[src/rtl/fir_mac_sequencer_if.sv]
// ---------------------------------------------------------------------------
// fir_mac_sequencer_if
//   Control bundle between the FIR MAC sequencer and its datapath.
//   master : the sequencer (drives RAM/ROM addresses and MAC enables)
//   slave  : the datapath / sample source (drives sample_valid and ovr_clr)
//
//   sample_valid  new input sample present          (slave -> master)
//   sample_ready  sequencer can accept a sample     (master -> slave)
//   dl_wr_en      delay-line RAM write strobe
//   dl_wr_addr    delay-line write address
//   dl_rd_addr    delay-line read address
//   coef_addr     coefficient ROM address
//   mac_clr       accumulator = product (first tap)
//   mac_en        accumulator += product
//   result_load   one-cycle strobe to the output register
//   busy          filter run in progress
//   overrun       sticky: sample offered while not ready
//   ovr_clr       clears overrun                    (slave -> master)
// ---------------------------------------------------------------------------
interface fir_mac_sequencer_if #(
  parameter int ADDR_W = 4
);
  logic              sample_valid;
  logic              sample_ready;
  logic              dl_wr_en;
  logic [ADDR_W-1:0] dl_wr_addr;
  logic [ADDR_W-1:0] dl_rd_addr;
  logic [ADDR_W-1:0] coef_addr;
  logic              mac_clr;
  logic              mac_en;
  logic              result_load;
  logic              busy;
  logic              overrun;
  logic              ovr_clr;

  modport master (
    input  sample_valid, ovr_clr,
    output sample_ready, dl_wr_en, dl_wr_addr, dl_rd_addr, coef_addr,
           mac_clr, mac_en, result_load, busy, overrun
  );

  modport slave (
    output sample_valid, ovr_clr,
    input  sample_ready, dl_wr_en, dl_wr_addr, dl_rd_addr, coef_addr,
           mac_clr, mac_en, result_load, busy, overrun
  );
endinterface

[src/rtl/fir_mac_sequencer.sv]
// ---------------------------------------------------------------------------
// fir_mac_sequencer
//   Control FSM for a time-multiplexed FIR filter. Each accepted sample is
//   written into a circular delay line at the write pointer, then TAPS
//   cycles walk coefficient index k and delay-line address (wp - k), issuing
//   mac_clr on the first tap and mac_en on every tap. PIPE drain cycles let
//   the MAC pipeline empty before result_load captures the accumulator.
//
//   Parameters: TAPS (power of two), ADDR_W = log2(TAPS), PIPE (0..7)
//   Ports:
//     clk      system clock, rising edge
//     reset_n  asynchronous active-low reset
//     bus      fir_mac_sequencer_if.master (handshake, addresses, MAC ctrl)
// ---------------------------------------------------------------------------
module fir_mac_sequencer #(
  parameter int TAPS   = 16,
  parameter int ADDR_W = 4,
  parameter int PIPE   = 2
) (
  input  logic                   clk,
  input  logic                   reset_n,
  fir_mac_sequencer_if.master    bus
);

  localparam logic [1:0] S_IDLE  = 2'd0;
  localparam logic [1:0] S_MAC   = 2'd1;
  localparam logic [1:0] S_DRAIN = 2'd2;
  localparam logic [1:0] S_OUT   = 2'd3;

  localparam logic [ADDR_W-1:0] K_LAST     = ADDR_W'(TAPS - 1);
  localparam logic [ADDR_W-1:0] ADDR_ONE   = ADDR_W'(1);
  // Never reached when PIPE = 0 because DRAIN is skipped entirely.
  localparam logic [2:0]        DRAIN_LAST = (PIPE > 0) ? 3'(PIPE - 1) : 3'd0;

  logic [1:0]        state_q,   state_d;
  logic [ADDR_W-1:0] wp_q,      wp_d;
  logic [ADDR_W-1:0] k_q,       k_d;
  logic [2:0]        drain_q,   drain_d;
  logic              overrun_q, overrun_d;

  // NOTE: every signal gets a default at the top of always_comb so no path
  // leaves it unassigned; a missing default would infer a latch.
  always_comb begin
    state_d   = state_q;
    wp_d      = wp_q;
    k_d       = k_q;
    drain_d   = drain_q;
    overrun_d = overrun_q;

    // Clear first, then set, so a coincident violation wins.
    if (bus.ovr_clr) overrun_d = 1'b0;
    if (bus.sample_valid && (state_q != S_IDLE)) overrun_d = 1'b1;

    case (state_q)
      S_IDLE: begin
        if (bus.sample_valid) begin
          state_d = S_MAC;
          k_d     = '0;
        end
      end
      S_MAC: begin
        // k holds at the last tap so the addresses stay put through DRAIN.
        if (k_q == K_LAST) begin
          state_d = (PIPE > 0) ? S_DRAIN : S_OUT;
          drain_d = '0;
        end else begin
          k_d = k_q + ADDR_ONE;
        end
      end
      S_DRAIN: begin
        if (drain_q == DRAIN_LAST) begin
          state_d = S_OUT;
          drain_d = '0;
        end else begin
          drain_d = drain_q + 3'd1;
        end
      end
      S_OUT: begin
        state_d = S_IDLE;
        wp_d    = wp_q + ADDR_ONE;
        k_d     = '0;
      end
      default: state_d = S_IDLE;
    endcase
  end

  // NOTE: state registers use non-blocking assignments so every flop samples
  // its pre-edge value regardless of statement order.
  always_ff @(posedge clk or negedge reset_n) begin
    if (!reset_n) begin
      state_q   <= S_IDLE;
      wp_q      <= '0;
      k_q       <= '0;
      drain_q   <= '0;
      overrun_q <= 1'b0;
    end else begin
      state_q   <= state_d;
      wp_q      <= wp_d;
      k_q       <= k_d;
      drain_q   <= drain_d;
      overrun_q <= overrun_d;
    end
  end

  // Outputs are decoded from state and counters. The single exception is the
  // RAM write strobe, which must fire in the same cycle the sample is offered.
  assign bus.sample_ready = (state_q == S_IDLE);
  assign bus.busy         = (state_q != S_IDLE);
  assign bus.dl_wr_en     = (state_q == S_IDLE) && bus.sample_valid;
  assign bus.dl_wr_addr   = wp_q;
  assign bus.coef_addr    = k_q;
  // Newest sample first: tap k reads the sample written k runs ago.
  assign bus.dl_rd_addr   = wp_q - k_q;
  assign bus.mac_en       = (state_q == S_MAC);
  assign bus.mac_clr      = (state_q == S_MAC) && (k_q == '0);
  assign bus.result_load  = (state_q == S_OUT);
  assign bus.overrun      = overrun_q;

endmodule

[src/flat_wrapper.sv]
// flat-port wrapper written by rule: the top's interface ports become plain ports
module fir_mac_sequencer_flat 
#(
  parameter int TAPS   = 16,
  parameter int ADDR_W = 4,
  parameter int PIPE   = 2
)
  (clk, reset_n, bus_sample_valid, bus_ovr_clr, bus_sample_ready, bus_dl_wr_en, bus_dl_wr_addr, bus_dl_rd_addr, bus_coef_addr, bus_mac_clr, bus_mac_en, bus_result_load, bus_busy, bus_overrun);
  fir_mac_sequencer_if #(.ADDR_W(ADDR_W)) bus_i ();
  input  logic clk;
  input  logic reset_n;
  input wire logic [$bits(bus_i.sample_valid)-1:0] bus_sample_valid;
  input wire logic [$bits(bus_i.ovr_clr)-1:0] bus_ovr_clr;
  output wire logic [$bits(bus_i.sample_ready)-1:0] bus_sample_ready;
  output wire logic [$bits(bus_i.dl_wr_en)-1:0] bus_dl_wr_en;
  output wire logic [$bits(bus_i.dl_wr_addr)-1:0] bus_dl_wr_addr;
  output wire logic [$bits(bus_i.dl_rd_addr)-1:0] bus_dl_rd_addr;
  output wire logic [$bits(bus_i.coef_addr)-1:0] bus_coef_addr;
  output wire logic [$bits(bus_i.mac_clr)-1:0] bus_mac_clr;
  output wire logic [$bits(bus_i.mac_en)-1:0] bus_mac_en;
  output wire logic [$bits(bus_i.result_load)-1:0] bus_result_load;
  output wire logic [$bits(bus_i.busy)-1:0] bus_busy;
  output wire logic [$bits(bus_i.overrun)-1:0] bus_overrun;
  assign bus_i.sample_valid = bus_sample_valid;
  assign bus_i.ovr_clr = bus_ovr_clr;
  assign bus_sample_ready = bus_i.sample_ready;
  assign bus_dl_wr_en = bus_i.dl_wr_en;
  assign bus_dl_wr_addr = bus_i.dl_wr_addr;
  assign bus_dl_rd_addr = bus_i.dl_rd_addr;
  assign bus_coef_addr = bus_i.coef_addr;
  assign bus_mac_clr = bus_i.mac_clr;
  assign bus_mac_en = bus_i.mac_en;
  assign bus_result_load = bus_i.result_load;
  assign bus_busy = bus_i.busy;
  assign bus_overrun = bus_i.overrun;
  fir_mac_sequencer #(.TAPS(TAPS), .ADDR_W(ADDR_W), .PIPE(PIPE)) u_core (.clk(clk), .reset_n(reset_n), .bus(bus_i));
endmodule
[config.mk]
export PLATFORM = sky130hd
export DESIGN_NAME = fir_mac_sequencer_flat
export DESIGN_NICKNAME = d
export VERILOG_FILES = /design/src/rtl/fir_mac_sequencer_if.sv /design/src/rtl/fir_mac_sequencer.sv /design/src/flat_wrapper.sv
export SDC_FILE = /design/constraint.sdc
export NUM_CORES = 1
export LEC_CHECK = 0
export ABC_CLOCK_PERIOD_IN_PS = 3170
export BUFFER_PORTS_ARGS = -buffer_cell sky130_fd_sc_hd__buf_4
export CAP_MARGIN = 20
export CORE_AREA = 2 2 44 46
export CTS_CLUSTER_DIAMETER = 40
export DETAILED_ROUTE_END_ITERATION = 12
export DIE_AREA = 0 0 46 48
export PLACE_DENSITY = 0.82
export SYNTH_ARGS = -nofsm -noshare
export SYNTH_HDL_FRONTEND = slang
export SYNTH_SLANG_ARGS = --single-unit
[constraint.sdc]
create_clock -name clk -period 3.17 [get_ports clk]
set_input_delay 0 -clock clk [delete_from_list [all_inputs] [get_ports clk]]
set_output_delay 0 -clock clk [all_outputs]
set_load 0.03 [all_outputs]
**Word level (Yosys, flattened, before mapping)**

Cells that the tools add are included.

- Register bits after elaboration: 14
- Input bits: 4

- Add/sub/neg operators: 4
- Equality and inequality tests: 9
- Mux-type cells: 12
- Reduce and logical (&&, ||, !) cells: 12

Operators by type and width:

| operator | count |
|---|---|
| $pmux W4 S3 | 1 |
| $add A4 B1 Y4 const B | 2 |
| $mux W4 | 2 |
| $pmux W2 S4 | 1 |
| $mux W2 | 3 |
| $mux W3 | 2 |
| $pmux W3 S2 | 1 |
| $reduce_and A3 Y1 | 2 |
| $reduce_bool A2 Y1 | 3 |
| $eq A2 B2 Y1 const B | 2 |
| $eq A4 B4 Y1 const B | 1 |
| $logic_not A4 Y1 | 1 |
| $ne A2 B1 Y1 const B | 2 |
| $ne A2 B2 Y1 const B | 2 |
| $sub A4 B4 Y4 | 1 |
| $add A3 B1 Y3 const B | 1 |
| $eq A3 B1 Y1 const B | 1 |
| $logic_and A1 B1 Y1 | 3 |
| $reduce_bool A3 Y1 | 1 |
| $eq A2 B1 Y1 const B | 1 |
| $logic_not A2 Y1 | 1 |
| $mux W1 | 2 |
| $reduce_and A2 Y1 | 1 |

**Depth between registers and ports, before layout**

Gate-level depths: netlist of run 1.

- Depth in word-level cells: 3
- Gate-level depth with buffers: 6

**Least setup slack after synthesis of run 1**

OpenSTA, ideal clock, no wires.

- Path kind: reg2out
- From: register u_core.state_q[1]
- To: output bus_mac_clr
- Data arrival time: 2.127 ns
- Data required time: 3.170 ns
- Path slack: 1.043 ns
- Cell stages (with the launch flop): 5
- Buffers on the path: 0
- Cells stage by stage: dfrtp_1 inv_1 ha_1 inv_1 nor4b_1

- Cells in the longest elaborated chain, start to end: 2

Ends and longest elaborated chain:

| what | line | text |
|---|---|---|
| from (decl) | fir_mac_sequencer.sv:35 | `logic [1:0] state_q, state_d;` |
| from (signal assigned) | fir_mac_sequencer.sv:97 | `state_q <= state_d;` |
| $eq A2 B1 Y1 | -- |  |
| net bus_mac_en | flat_wrapper.sv:20 | `output wire logic [$bits(bus_i.mac_en)-1:0] bus_mac_en;` |
| $logic_and A1 B1 Y1 | fir_mac_sequencer.sv:115 | `assign bus.mac_clr = (state_q == S_MAC) && (k_q == '0);` |
| to (decl) | flat_wrapper.sv:19 | `output wire logic [$bits(bus_i.mac_clr)-1:0] bus_mac_clr;` |

The timed path passes the listed nets, and every way through them passes these cells.

**Worst setup path after layout of run 1**

- From: register u_core.k_q[1] (netlist: u_core.bus.coef_addr[1])
- To: output bus_dl_rd_addr[3]

- Cells in the longest elaborated chain, start to end: 1

Ends and longest elaborated chain:

| what | line | text |
|---|---|---|
| from (decl) | fir_mac_sequencer.sv:37 | `logic [ADDR_W-1:0] k_q, k_d;` |
| from (signal assigned) | fir_mac_sequencer.sv:99 | `k_q <= k_d;` |
| $sub A4 B4 Y4 | fir_mac_sequencer.sv:113 | `assign bus.dl_rd_addr = wp_q - k_q;` |
| to (decl) | flat_wrapper.sv:17 | `output wire logic [$bits(bus_i.dl_rd_addr)-1:0] bus_dl_rd_addr;` |

Every way passes these cells.

==> results of run 1 <==
[synth_stat cells, types with 2 or more instances]
cell type	instances	area, sq um
nand3_2	2	20.0
dfrtp_1	14	350
xnor2_1	4	35.0
nand2_1	7	26.3
nand2b_1	3	18.8
a21oi_1	4	20.0
nand4_1	2	12.5
a221o_1	2	20.0
xor2_1	2	17.5
o21ai_0	3	15.0
inv_1	11	41.3
ha_1	11	138
[final timing paths]
kind / startpoint / endpoint / slack, ns / cells after the start
min: bus_ovr_clr / u_core.bus.overrun / 0.007 / 3
max: u_core.bus.coef_addr[1] / bus_dl_rd_addr[3] / 1.39 / 6
max reg2reg: u_core.state_q[1] / u_core.drain_q[2] / 1.53 / 5
max in group asynchronous: reset_n / u_core.drain_q[2] / 2.90 / 2
min reg2reg: u_core.bus.overrun / u_core.bus.overrun / 0.51 / 1
min in group asynchronous: reset_n / u_core.drain_q[0] / 0.10 / 2
[worst min-delay path: cells and delay by family]
family,cells,cell delay (ns)
compound gates,1,0.10
buf+inv,2,0.15
[report_power, final]
group / internal (mW) / total, mW / switching (mW)
clock network: 0.0697 / 0.127 / 0.0575
logic: 0.363 / 0.909 / 0.546
registers: 0.241 / 0.322 / 0.0804
total: 0.673 / 1.36 / 0.684
[cell type report]
cell class              count  area [sq um]  share of cell area
repair buffers             24           185               0.161
flip-flops and latches     14           350               0.304
multi-input cells          62           517               0.449
well taps                  17          21.3              0.0185
clock buffers               4          36.3              0.0315
inverters                  11          41.3              0.0359
[through the flow]
stage	setup slack, ns	cells	util	power [mW]
floorplan	1.04	87	-	0.948
finish	1.39	132	0.681	1.36
global route	1.25	132	0.681	1.46
CTS	1.37	132	0.681	1.37
detailed placement	1.53	126	0.648	1.24
global placement	1.66	126	0.648	1.20
[placed cells by master (no fill, tap or decap), types with 2 or more instances in the layout]
cell type       n
ha_1           11
a221o_1         2
dlygate4sd3_1   2
nand4_1         2
a21oi_1         4
nand2_1         7
inv_1          11
dfrtp_1        14
xnor2_1         4
clkbuf_4        3
nand2b_1        3
nand3_2         2
o21ai_0         3
xor2_1          2
buf_4          22
[sequential cells by signal, indices dropped and copies added (netlist names)]
name	cells
u_core.drain_q	3
u_core.state_q	2
u_core.bus.overrun	1
u_core.bus.coef_addr	4
u_core.bus.dl_wr_addr	4
[kinds of logic (layout without fill, tap and decap cells)]
family,after synthesis,count (layout)
buf+inv,11,39
simple gates,24,24
flops,14,14
mux,2,2
xor+xnor,6,6
compound gates,18,18
fa+ha+maj,12,12
[per-layer routing]
layer  up-vias  part of all wire
met1       350              0.43
met2        16              0.52
li1        363                 -
met5         -                 0
met3         2             0.041
met4         0            0.0066
[repair_timing]
action | in CTS | in global routing
endpoints found under the hold margin | 15 | 0
hold buffers | 2 | 0
buffers inserted | 0 | 0
==> reports/metrics.cfg, run 1 <==
[outcome]
outcome=completed

[timing]
finalCritPeriodShare=0.562
max_clock_freq_mhz=562
relSlewSlack=0.782
rsz0062_at_grt=no
max_slew.worst_pin.slew_ns=0.323
hold_viol_final=0
setup-violations-final=0
whs_ns=0.00742
maxSlewViolCount=0
min_period_ns=1.78
fin_setup_tns_ns=0
clock_skew_ns=0.000932

[clock_network]
clockBufferDepth=2
clkLatencyLatePin_ns=0.27
htreeDepth=1
cts_resized=0
path_clk_slew_ns=0.09
clkSinkCount=14
tritoncts=yes
numCtsBuffers=3
clock-root-buffer=clkbuf_4

[power_and_ir_drop]
power_density_mw_per_mm2=1180
vdd_drop_max_v=0.000636
p_leak_nw=0.564

[layout]
final_layout_size_suffix_gt1_frac=0.296
fillers=134
design_area_sq_mm=0.00115
n_antenna_cell=0
area_delta_synth_final_pct=26.7
layout.nets=132

[global_route]
grt_util_all_layers=0.178
grt_util_met1=0.198
antenna_found_initial=0
use_met3=0.0415
top_usage_layer=met2
use_met2=0.328
grt_pass1_vias=665
grt_max_degree=15
grt-ovfl-total=0
grt_pass1_wl_um=2750

[place]
port_buffers=22
placed_area_sq_mm=0.00109
gp_congestion=0.741
place_hpwl_um=1460

[floorplan]
start_util=0.538
die_w_um=46
die_area_sq_mm=0.00221
io_pins=23
std_cell_rows=15
core_area_sq_mm=0.00169
die_y_um=48

[critical_path]
worstSetupEndpointType=output pin
crit_type=reg2out
max_stage_delay_ns=0.43
worstPathMaxFanout=5
cp_cell_sequence=inv_1 > ha_1 > a21o_1 > a21oi_1 > xnor2_1 > buf_4
slowest_stage=dfrtp_1
crit_buf_inv=2
required_ns=3.17
start_kind=flip-flop
cpLargestDelayFamily=flip-flops
critPathArrivalTime_ns=1.78

[drt]
drt_wl_total_um=1830
via_per_inst=5.54
detail_route.iter0.violations=10
postRouteAntennaNets=0
drc_errors=0
vias=731
wl_per_cell_um=13.8
drtPass1Iterations=4

[logic_synthesis]
syn-num-nets=103
yosysWarnings=0
synth_simple_gate_area_frac=0.169
yosys_register_bits=14
synth_xor_area_frac=0.0579
netlist_instances=87
synth_mux_area_frac=0.0289
syn_avg_cell_area_sq_um=10.4
yosys.area_share.adder=0.174
synth_edf_count=0
synth_compound_gate_area_share=0.139
synth_top_family_by_area=adder cells
syn_area_sq_um=908
yosysUniqueCellTypes=34
async_flop_share=1.00
synth_ff_type=dfrtp_1
ys_seq_area_frac=0.386

[flow_run]
cap_viol_max_count=0

[worst_hold_path]
hold_path.class=in2reg

Note: power is estimated with default switching activity, not from simulation.
==> inputs of run 2 (changes only) <==
--- a/config.mk
+++ b/config.mk
@@ -5,14 +5,14 @@
 export SDC_FILE = /design/constraint.sdc
 export NUM_CORES = 1
 export LEC_CHECK = 0
-export ABC_CLOCK_PERIOD_IN_PS = 3170
+export ABC_CLOCK_PERIOD_IN_PS = 1670
 export BUFFER_PORTS_ARGS = -buffer_cell sky130_fd_sc_hd__buf_4
 export CAP_MARGIN = 20
-export CORE_AREA = 2 2 44 46
+export CORE_AREA = 2 2 46 48
 export CTS_CLUSTER_DIAMETER = 40
 export DETAILED_ROUTE_END_ITERATION = 12
-export DIE_AREA = 0 0 46 48
-export PLACE_DENSITY = 0.82
+export DIE_AREA = 0 0 48 50
+export PLACE_DENSITY = 0.76
 export SYNTH_ARGS = -nofsm -noshare
 export SYNTH_HDL_FRONTEND = slang
 export SYNTH_SLANG_ARGS = --single-unit
==> constraint.sdc (replaced) <==
create_clock -name clk -period 1.67 [get_ports clk]
set_input_delay 0 -clock clk [delete_from_list [all_inputs] [get_ports clk]]
set_output_delay 0 -clock clk [all_outputs]
set_load 0.03 [all_outputs]
==> run 2 against run 1 <==
Clock-buffer cell count unchanged. Combinational power grew 130%. Clock skew barely moved. Clock power increased by 91%. Final cell count up 14%. Sequential cell count stayed put. Critical path depth down 1. Largest cell class unchanged. Largest power group unchanged.
==> reports/metrics.cfg, run 2 (same netlist as run 1, synthesis figures left out) <==
[drt]
vias=797
drc_errors=0
via_per_inst=5.31
detail_route.iter0.violations=16
wl_per_cell_um=13.2
drtPass1Iterations=4
postRouteAntennaNets=0
drt_wl_total_um=1980

[power_and_ir_drop]
p_leak_nw=0.619
power_density_mw_per_mm2=2230
vdd_drop_max_v=0.00135

[worst_hold_path]
hold_path.class=in2async

[timing]
setup-violations-final=0
maxSlewViolCount=0
finalCritPeriodShare=0.971
max_slew.worst_pin.slew_ns=0.353
min_period_ns=1.62
relSlewSlack=0.762
hold_viol_final=0
max_clock_freq_mhz=617
fin_setup_tns_ns=0
clock_skew_ns=0.000891

[outcome]
outcome=completed

[global_route]
grt_pass1_wl_um=3230
grt_pass1_vias=764
grt_util_all_layers=0.186
grt-ovfl-total=0
antenna_found_initial=0
grt_max_degree=15

[clock_network]
clkLatencyLatePin_ns=0.28
numCtsBuffers=3
tritoncts=yes
clockBufferDepth=2
clkSinkCount=14
htreeDepth=1
clock-root-buffer=clkbuf_4
path_clk_slew_ns=0.08

[flow_run]
cap_viol_max_count=0

[floorplan]
die_w_um=48
start_util=0.478
io_pins=23
core_area_sq_mm=0.00190
die_area_sq_mm=0.00240
die_y_um=50
std_cell_rows=16

[critical_path]
critPathArrivalTime_ns=1.62
r2r_cells=5
required_ns=1.67
max_stage_delay_ns=0.44
cpMostUsedCell=inv_1
worstSetupEndpointType=output pin
r2r_slack_ns=0.11
start_kind=flip-flop
startpoint=u_core.state_q[1]
cpLargestDelayFamily=flip-flops
worstPathMaxFanout=7
cp_cell_sequence=inv_1 > ha_4 > inv_1 > nor4b_4 > buf_4
timing.rr.end=u_core.state_q[1]
crit_type=reg2out
crit_buf_inv=3
slowest_stage=dfrtp_1
rr_startpoint=u_core.state_q[0]
setup.worst_path.end=bus_mac_clr
crit_cells=5

[layout]
instances_no_fill=150
final_cell_mix=buf_4 (26), dfrtp_1 (13), inv_1 (9)
layout.nets=140
area_delta_synth_final_pct=43.4
n_antenna_cell=0
final_layout_size_suffix_gt1_frac=0.423
final_util=0.685
layout_commonest_cell=buf_4

[place]
port_buffers=22
dp_cells=140
gp_congestion=0.729
place_hpwl_um=1490

[run 2: routing by layer]
metal | global-route usage | vias to the layer above | share of wire
li1 | - | 382 | -
met1 | 0.239 | 383 | 0.44
met2 | 0.302 | 27 | 0.49
met3 | 0.0220 | 5 | 0.050
met4 | 0.0811 | 0 | 0.020
met5 | 0 | - | 0
[run 2: worst min path at each step]
stage | to | cells after the start | start
6_report | u_core.drain_q[0] | 2 | reset_n
5_1_grt | u_core.drain_q[0] | 2 | reset_n
4_1_cts | u_core.drain_q[0] | 2 | reset_n
3_5_place_dp | u_core.bus.overrun | 1 | reset_n
3_3_place_gp | u_core.drain_q[0] | 1 | reset_n
2_1_floorplan | u_core.bus.coef_addr[0] | 0 | reset_n
[run 2: layout make-up]
cell class	count	area (sq um)
clock buffers	4	36.3
fillers	142	599
inverters	11	41.3
multi-input cells	62	581
flip-flops and latches	14	352
well taps	27	33.8
repair buffers	32	259
[run 2: where the power goes]
part           switching, mW  leakage (nW)  total (mW)  internal [mW]
registers              0.126         0.177       0.586          0.460
clock network          0.109        0.0210       0.242          0.133
logic                   1.17         0.421        2.08          0.909
[run 2: stage by stage]
stage / setup WS, ns / power (mW) / hold slack [ns] / instance area (sq um)
after floorplan: 0.0420 / 1.88 / -0.296 / 941
after global placement: 0.142 / 2.43 / -0.140 / 1170
after detailed placement: 0.116 / 2.48 / -0.138 / 1170
after CTS: 0.0122 / 2.78 / 0.0962 / 1250
after global routing: -0.0111 / 3.12 / 0.116 / 1300
final: 0.0489 / 2.91 / 0.0930 / 1300
[run 2: repair_timing]
item,CTS,global route
pin swaps,0,4
setup endpoints to repair,2,4
buffers inserted,1,2
hold buffers,3,0
hold endpoints to repair,15,0
resized for setup,3,9
[run 2: worst register-to-register path, stage by stage (launching register included)]
cell and delay [ns]:
dfrtp_1 0.43, inv_1 0.14, ha_1 0.33, o21ai_1 0.15, nand3_2 0.11, mux2_4 0.29
